### config.mk
export PLATFORM = sky130hd
export DESIGN_NAME = dcm_prog_ctrl
export DESIGN_NICKNAME = d
export VERILOG_FILES = /design/src/rtl/dcm_prog_ctrl.sv
export SDC_FILE = /design/constraint.sdc
export NUM_CORES = 1
export LEC_CHECK = 0
export CAP_MARGIN = 20
export CORE_MARGIN = 4
export CORE_UTILIZATION = 40
export CTS_CLUSTER_SIZE = 16
export DETAILED_ROUTE_END_ITERATION = 6
export GPL_ROUTABILITY_DRIVEN = 0
export GPL_TIMING_DRIVEN = 0
export REMOVE_ABC_BUFFERS = 1
export SLEW_MARGIN = 20
export SYNTH_ARGS = -nofsm -noshare
export SYNTH_HDL_FRONTEND = slang
export SYNTH_SLANG_ARGS = --single-unit
### constraint.sdc
create_clock -name clk -period 2.2 [get_ports clk]
set_input_delay 0.44 -clock clk [delete_from_list [all_inputs] [get_ports clk]]
set_output_delay 0.44 -clock clk [all_outputs]
set_load 0.01 [all_outputs]
### src/rtl/dcm_prog_ctrl.sv
// dcm_prog_ctrl: debounced up/down buttons step the dcm slow-clock code through an update/acknowledge handshake
// Ports: clk 100 MHz; rst async active-low; btn_up/btn_down raw bouncy buttons; prog_out code reported by dcm;
//   prog_in requested code (registered); update one-cycle load strobe; sel last acknowledged code;
//   busy FSM not idle; err sticky acknowledge timeout.
// Build option: define DCM_PROG_CTRL_WRAP_EN to wrap steps modulo 8 instead of saturating at 0 and 7.
module dcm_prog_ctrl #(
  parameter int DEBOUNCE_CYCLES = 500000,
  parameter int TIMEOUT_CYCLES = 1000000
) (
  input  logic       clk,
  input  logic       rst,
  input  logic       btn_up,
  input  logic       btn_down,
  input  logic [2:0] prog_out,
  output logic [2:0] prog_in,
  output logic       update,
  output logic [2:0] sel,
  output logic       busy,
  output logic       err
);
  localparam int DW = $clog2(DEBOUNCE_CYCLES + 1);
  localparam int TW = $clog2(TIMEOUT_CYCLES);
  localparam logic [DW-1:0] DMAX = DW'(DEBOUNCE_CYCLES);
  localparam logic [TW-1:0] TLAST = TW'(TIMEOUT_CYCLES - 2);
  localparam logic [1:0] IDLE = 2'd0, ISSUE = 2'd1, WAIT_ACK = 2'd2;
  logic [1:0] state, sync1, sync2, db, db_q, ev;
  logic [DW-1:0] cnt [2];
  logic [TW-1:0] tcnt;
  logic [2:0] up_code, dn_code, tgt;
  logic go;
  // bit 0 = up, bit 1 = down; counter saturates at DMAX so a held button cannot re-trigger
  always_ff @(posedge clk or negedge rst)
    if (!rst) begin
      sync1 <= '0;
      sync2 <= '0;
      db <= '0;
      db_q <= '0;
      cnt[0] <= '0;
      cnt[1] <= '0;
    end else begin
      sync1 <= {btn_down, btn_up};
      sync2 <= sync1;
      db_q <= db;
      for (int i = 0; i < 2; i++) begin
        cnt[i] <= !sync2[i] ? '0 : (cnt[i] == DMAX) ? cnt[i] : cnt[i] + 1'b1;
        db[i] <= sync2[i] & (db[i] | (cnt[i] == DMAX));
      end
    end
  assign ev = db & ~db_q;
`ifdef DCM_PROG_CTRL_WRAP_EN
  assign up_code = sel + 3'd1;
  assign dn_code = sel - 3'd1;
`else
  assign up_code = (sel == 3'd7) ? sel : sel + 3'd1;
  assign dn_code = (sel == 3'd0) ? sel : sel - 3'd1;
`endif
  assign tgt = ev[0] ? up_code : dn_code;
  // a lone event whose step actually changes the code; saturated steps yield tgt == sel
  assign go = (ev[0] ^ ev[1]) && (tgt != sel);
  // prog_in is loaded on entry to ISSUE so dcm sees the target together with update,
  // and it holds the target for the whole WAIT_ACK compare.
  // The timeout counter counts WAIT_ACK cycles from 0; expiring at TIMEOUT_CYCLES-2 makes err
  // and the return to IDLE land TIMEOUT_CYCLES cycles after the update cycle.
  always_ff @(posedge clk or negedge rst)
    if (!rst) begin
      state <= IDLE;
      prog_in <= '0;
      sel <= '0;
      err <= 1'b0;
      tcnt <= '0;
    end else begin
      case (state)
        IDLE:
          if (go) begin
            state <= ISSUE;
            prog_in <= tgt;
          end
        ISSUE: begin
          state <= WAIT_ACK;
          tcnt <= '0;
        end
        WAIT_ACK:
          if (prog_out == prog_in) begin
            state <= IDLE;
            sel <= prog_in;
            err <= 1'b0;
          end else if (tcnt == TLAST) begin
            state <= IDLE;
            err <= 1'b1;
            prog_in <= sel;
          end else tcnt <= tcnt + 1'b1;
        default: state <= IDLE;
      endcase
    end
  assign update = state == ISSUE;
  assign busy = state != IDLE;
endmodule
=== After elaboration in Yosys (flattened, before gate mapping) ===
Index checks and enable logic that the tools add are counted.

* Add/subtract/negate cells: 5
* Equality and inequality tests: 15
* Muxes and demuxes: 20
* Bitwise gates (word level): 7
* Reductions and logical operators: 12

{| class="wikitable"
|+ Operators by type and width
! cell !! number
|-
| 19-bit 2-to-1 mux || 4
|-
| 20-bit 2-to-1 mux || 2
|-
| 20-bit one-hot mux with 2 select lines || 1
|-
| 19-bit by 1-bit adder with 19-bit output, second input constant || 2
|-
| 19-bit equality test, second input constant || 2
|-
| 20-bit by 1-bit adder with 20-bit output, second input constant || 1
|-
| 20-bit equality test, second input constant || 1
|-
| 3-bit 2-to-1 mux || 6
|-
| 2-bit inequality test, second input constant || 6
|-
| 2-bit nonzero test || 4
|-
| 2-bit 2-to-1 mux || 3
|-
| 2-bit one-hot mux with 3 select lines || 1
|-
| 3-bit one-hot mux with 2 select lines || 1
|-
| 2-bit AND reduction || 3
|-
| 4-bit AND reduction || 1
|-
| 3-bit by 1-bit adder with 3-bit output, second input constant || 1
|-
| 3-bit equality test || 1
|-
| 3-bit equality test, second input constant || 1
|-
| 3-bit zero test || 1
|-
| 3-bit inequality test || 1
|-
| 3-bit inequality test, second input constant || 1
|-
| 3-bit AND reduction || 1
|-
| 3-bit by 1-bit subtractor with 3-bit output, second input constant || 1
|-
| 1-bit AND || 2
|-
| 9 further kinds || 11
|}

* Bits in registers: 75
* Output and inout bits: 9
* Word-level logic and storage cells: 70

=== Longest topological paths before layout ===
Gate-level depths: netlist (run 1).

* Word-level depth: 7
* Depth in mapped cells: 8
* Mapped depth without buffers: 7

=== Least setup slack after synthesis (run 1) ===
No wires, ideal clock.

* Kind: reg2reg
* Start point: reg tcnt[0]
* End point: reg prog_in[0]
* Library setup time: 0.125 ns
* Data arrival time: 1.542 ns
* Setup slack: 0.534 ns
* Cell stages (with the launch flop): 8
* Cell sequence: dfrtp_1 > inv_1 > ha_1 > and4b_1 > nand4_2 > nor2_2 > a21oi_2 > mux2_2

* Longest elaborated chain between the ends: 3

{| class="wikitable"
|+ Ends and longest elaborated chain
! item !! line !! source
|-
| from (decl) || 28 || <nowiki>logic [TW-1:0] tcnt;</nowiki>
|-
| from (signal assigned) || 91 || <nowiki>end else tcnt <= tcnt + 1'b1;</nowiki>
|-
| 20-bit equality test || 87 || <nowiki>end else if (tcnt == TLAST) begin</nowiki>
|-
| 2-bit inequality test (no line) || -- ||
|-
| 4-bit AND reduction (no line) || -- ||
|-
| to (signal assigned) || 76 || <nowiki>prog_in <= tgt;</nowiki>
|-
| to (signal assigned) || 90 || <nowiki>prog_in <= sel;</nowiki>
|-
| to (decl) || 15 || <nowiki>output logic [2:0] prog_in,</nowiki>
|}

No other way between the ends.
A chain may end at the register's enable or synchronous reset.

=== Worst setup path in the final report (run 1) ===
* Start point: in prog_out[1]
* End point: reg tcnt[18]

* Longest elaborated chain between the ends: 3

{| class="wikitable"
|+ Ends and longest elaborated chain
! item !! line !! source
|-
| from (decl) || 14 || <nowiki>input logic [2:0] prog_out,</nowiki>
|-
| 3-bit equality test || 83 || <nowiki>if (prog_out == prog_in) begin</nowiki>
|-
| 2-bit inequality test (no line) || -- ||
|-
| 3-bit AND reduction (no line) || -- ||
|}

No other way between the ends.

==> impl_metrics.tcl, run 1 <==
set metrics [dict create \
    r2r-end "tcnt[18]$_DFFE_PN0P_" \
    power_uw 3087 \
    drt-initial-drc-count 67 \
    hold_viol 0 \
    cts_buffers 9 \
    stdcell_area_mm2 0.004471 \
    max_cap_violations 0 \
    syn_area_mm2 0.003901 \
    ant_nets 0 \
    hold_class "flip-flop to flip-flop" \
    slew_viol_final 0 \
    power_frac_seq 0.495 \
    clkTransAtPathRegs_ns 0.08 \
    path_class "input pin to flip-flop" \
    grt_first_pass_wirelength_mm 12.54 \
    grt_max_degree 57 \
    relSlewSlack 0.6223 \
    switching_power_uw 755.8 \
    finalCriticalPeriod_ns 2.030 \
    min_path_cells 0 \
    fillers 920 \
    register_area_mm2 0.001877 \
    synth_area_leaders "dfrtp_1 48%, xnor2_1 7.2%, and2_1 5.1%" \
    ys_seq_elements 75 \
    rsz0062_at_grt "false" \
    async_flop_share 1.000 \
    insertion_delay_ns 0.35 \
    grt_pass1_vias 2747 \
    power_frac_clock 0.413 \
    cts_buffer_depth 2 \
    fp-row-count 35 \
    swShare 0.2448 \
    syn-mean-instance-area_um2 10.43 \
    worstHoldEndpoint "sync2[1]$_DFF_PN0_" \
    path_cells "clkdlybuf4s50_1 > xnor2_1 > a31oi_4 > nand3_2 > or3_1 > a21oi_1" \
    viasPerCell 5.209 \
    io_pins 16 \
    crit_fanout 16 \
    fin_nets 409 \
    antenna_found_initial 0 \
    drive_above_1_share 0.1005 \
    internal_power_uw 2331 \
    placedInstanceArea_mm2 0.004197 \
    wirelength_mm 7.061 \
    dp_hpwl_mm 4.821 \
    start_kind "input pin" \
    htree_levels 3 \
    synth_edf_count 0 \
    yosysUniqueCellTypes 45 \
    syn-instance-count 374 \
    routed-via-count 2745 \
    drc_errors 0 \
    crit_slowest_cell "a31oi_4" \
    seq_area_frac_synth 0.4811 \
    wire_per_inst_um 13.40 \
    core_area_mm2 0.009371 \
    power.density_mw_per_mm2 690.6 \
    drt_pass1_iterations 4 \
    multiInputGateArea_mm2 0.001938 \
    portBuffers 15 \
    rr_startpoint "state[0]$_DFFE_PN0P_" \
    p_comb_frac 0.092 \
    p_leak_uw 0.001983 \
    start_util 0.4163 \
    setup_violations 0 \
    synth_top_area_frac 0.4811 \
    hold_slack_ns 0.3549 \
    cts.sinks 75 \
    cp-end-kind "flip-flop" \
    synth_top_area_cell "dfrtp_1" \
    grt_use_total 0.1354 \
    area_growth_pct 14.59 \
    cts_root_buf "clkbuf_8" \
    status "complete, no violations" \
    die_w_um 106.8 \
    slowest_delay_ns 0.48 \
    vdd_drop_max_mv 0.3211 \
    yosysWarnings 0 \
    skew_ns 0.01119 \
    ys.flop_type "dfrtp_1" \
    overflow 0 \
    n_antenna_cell 0 \
    r2r_slack_ns 0.20 \
    worstRegToRegCells 5 \
    required_ns 2.47 \
    fp.dieH_um 106.8 \
    hp-start "sync1[1]$_DFF_PN0_" \
    critPathArrivalTime_ns 2.30 \
    tightest_slew_ns 0.5645 \
    die-area_mm2 0.01140 \
    cts_tree "built" \
    period_share 0.9226 \
    fmax_mhz 492.7 \
]
==> cells in the mapped netlist (2+ instances only) <==
| library cell | n |
|---|---|
| a21oi_1 | 6 |
| and2_1 | 32 |
| and3_1 | 7 |
| and4_1 | 2 |
| buf_1 | 2 |
| buf_2 | 3 |
| clkbuf_1 | 5 |
| dfrtp_1 | 75 |
| ha_1 | 9 |
| inv_1 | 15 |
| mux2_2 | 2 |
| mux2i_1 | 4 |
| nand2_1 | 28 |
| nand2b_1 | 6 |
| nand3_1 | 25 |
| nand3_2 | 2 |
| nand4_1 | 18 |
| nor2_1 | 20 |
| nor2_2 | 2 |
| nor2b_1 | 9 |
| nor3_1 | 4 |
| nor4_2 | 2 |
| nor4_4 | 4 |
| nor4b_1 | 7 |
| o211ai_1 | 4 |
| o21a_1 | 5 |
| o21ai_0 | 6 |
| o31ai_1 | 4 |
| or2_2 | 2 |
| xnor2_1 | 32 |
| xor2_1 | 18 |
==> per-stage QoR <==
stage          utilization  setup TNS, ns  std cells  setup WS, ns
3_3_place_gp        0.4451        -148.47        508        -1.972
4_1_cts             0.4761              0        527       0.03312
5_1_grt             0.4770              0        527       0.06323
2_1_floorplan            -              0        364        0.4111
6_report            0.4770              0        527        0.1703
3_5_place_dp        0.4478         -1.248        509       -0.2153
==> layout make-up <==
class,instances,share of cell area
multi-input combinational,274,0.4335
tap,129,0.03610
clock buffer,10,0.02855
clock inverter,6,0.02547
sequential,75,0.4198
inverter,15,0.01343
timing repair buffer,18,0.04310
==> layout by cell type, fill, tap and decap left out, types with 3 or more instances in the layout <==
cell type,n
and3_1,7
clkdlybuf4s50_1,14
o21a_1,5
ha_1,9
inv_1,14
o211ai_1,4
bufinv_16,3
xor2_1,18
nand3_1,25
nand4_1,18
clkinvlp_4,3
o21ai_0,6
nor4b_1,7
clkbuf_8,9
nand2_1,28
xnor2_1,32
dfrtp_1,75
nor2_1,20
a21oi_1,6
and2_1,32
nand2b_1,5
nor2b_1,9
nor3_1,4
nor4_4,4
o31ai_1,4
mux2i_1,4
==> per-layer routing <==
layer,global-route usage,vias up,wire (um)
met1,0.1716,1373,3390
met4,0.05753,0,143
li1,-,1326,-
met2,0.2194,31,3306
met3,0.03492,15,221
met5,0,-,0
==> what timing repair did <==
action / in CTS / in global routing
buffers inserted: 1 / 0
hold buffers: 1 / 0
setup endpoints to repair: 1 / 6
resized for setup: 2 / 2
hold endpoints to repair: 19 / 0
pin swaps: 0 / 0
==> worst max path at each step <==
stage | slack [ns] | end | from
3_5_place_dp | -0.22 | tcnt[3]$_DFFE_PN0P_ | prog_out[1]
6_report | 0.17 | tcnt[18]$_DFFE_PN0P_ | prog_out[1]
5_1_grt | 0.06 | tcnt[18]$_DFFE_PN0P_ | state[0]$_DFFE_PN0P_
4_1_cts | 0.03 | update | state[1]$_DFFE_PN0P_
3_3_place_gp | -1.97 | cnt[10]$_DFFE_PN0P_ | rst
2_1_floorplan | 0.41 | tcnt[3]$_DFFE_PN0P_ | tcnt[0]$_DFFE_PN0P_
==> state kept, by name, indices dropped and copies added (netlist names) <==
name,flops
cnt,38
db,2
db_q,2
err,1
prog_in,3
sel,3
state,2
sync1,2
sync2,2
tcnt,20
==> critical path, delay by kind of cell <==
kind	cells	cell delay, ns
buffers and inverters	1	0.41
AOI/OAI and AO/OA	2	0.64
and+or+nand+nor	2	0.63
xor gates and xnor gates	1	0.17
==> kinds of logic (layout without fill, tap and decap cells) <==
kind of cell / after synthesis / count (layout) / synth area share
buf+inv: 25 / 49 / 0.02502
compound gates: 30 / 30 / 0.05388
mux: 6 / 6 / 0.01604
simple gates: 179 / 179 / 0.2829
xor+xnor: 50 / 50 / 0.1123
fa+ha+maj: 9 / 9 / 0.02887
flops: 75 / 75 / 0.4811
==> power groups by stage <==
| stage | sequential (uW) | clock [uW] | combinational [uW] |
|---|---|---|---|
| floorplan | 1540 | 0 | 171 |
| global placement | 1550 | 0 | 268 |
| detailed placement | 1560 | 0 | 287 |
| CTS | 1530 | 1320 | 290 |
| global route | 1540 | 1370 | 332 |
| finish | 1530 | 1280 | 283 |
No activity file was read; power rests on OpenSTA's default activity.
==> run 2, diff against run 1 <==
Settings changed: SLEW_MARGIN 20 to unset.
==> results of run 2 <==
No change in the layout: final DEF, timing and power equal those of run 1.
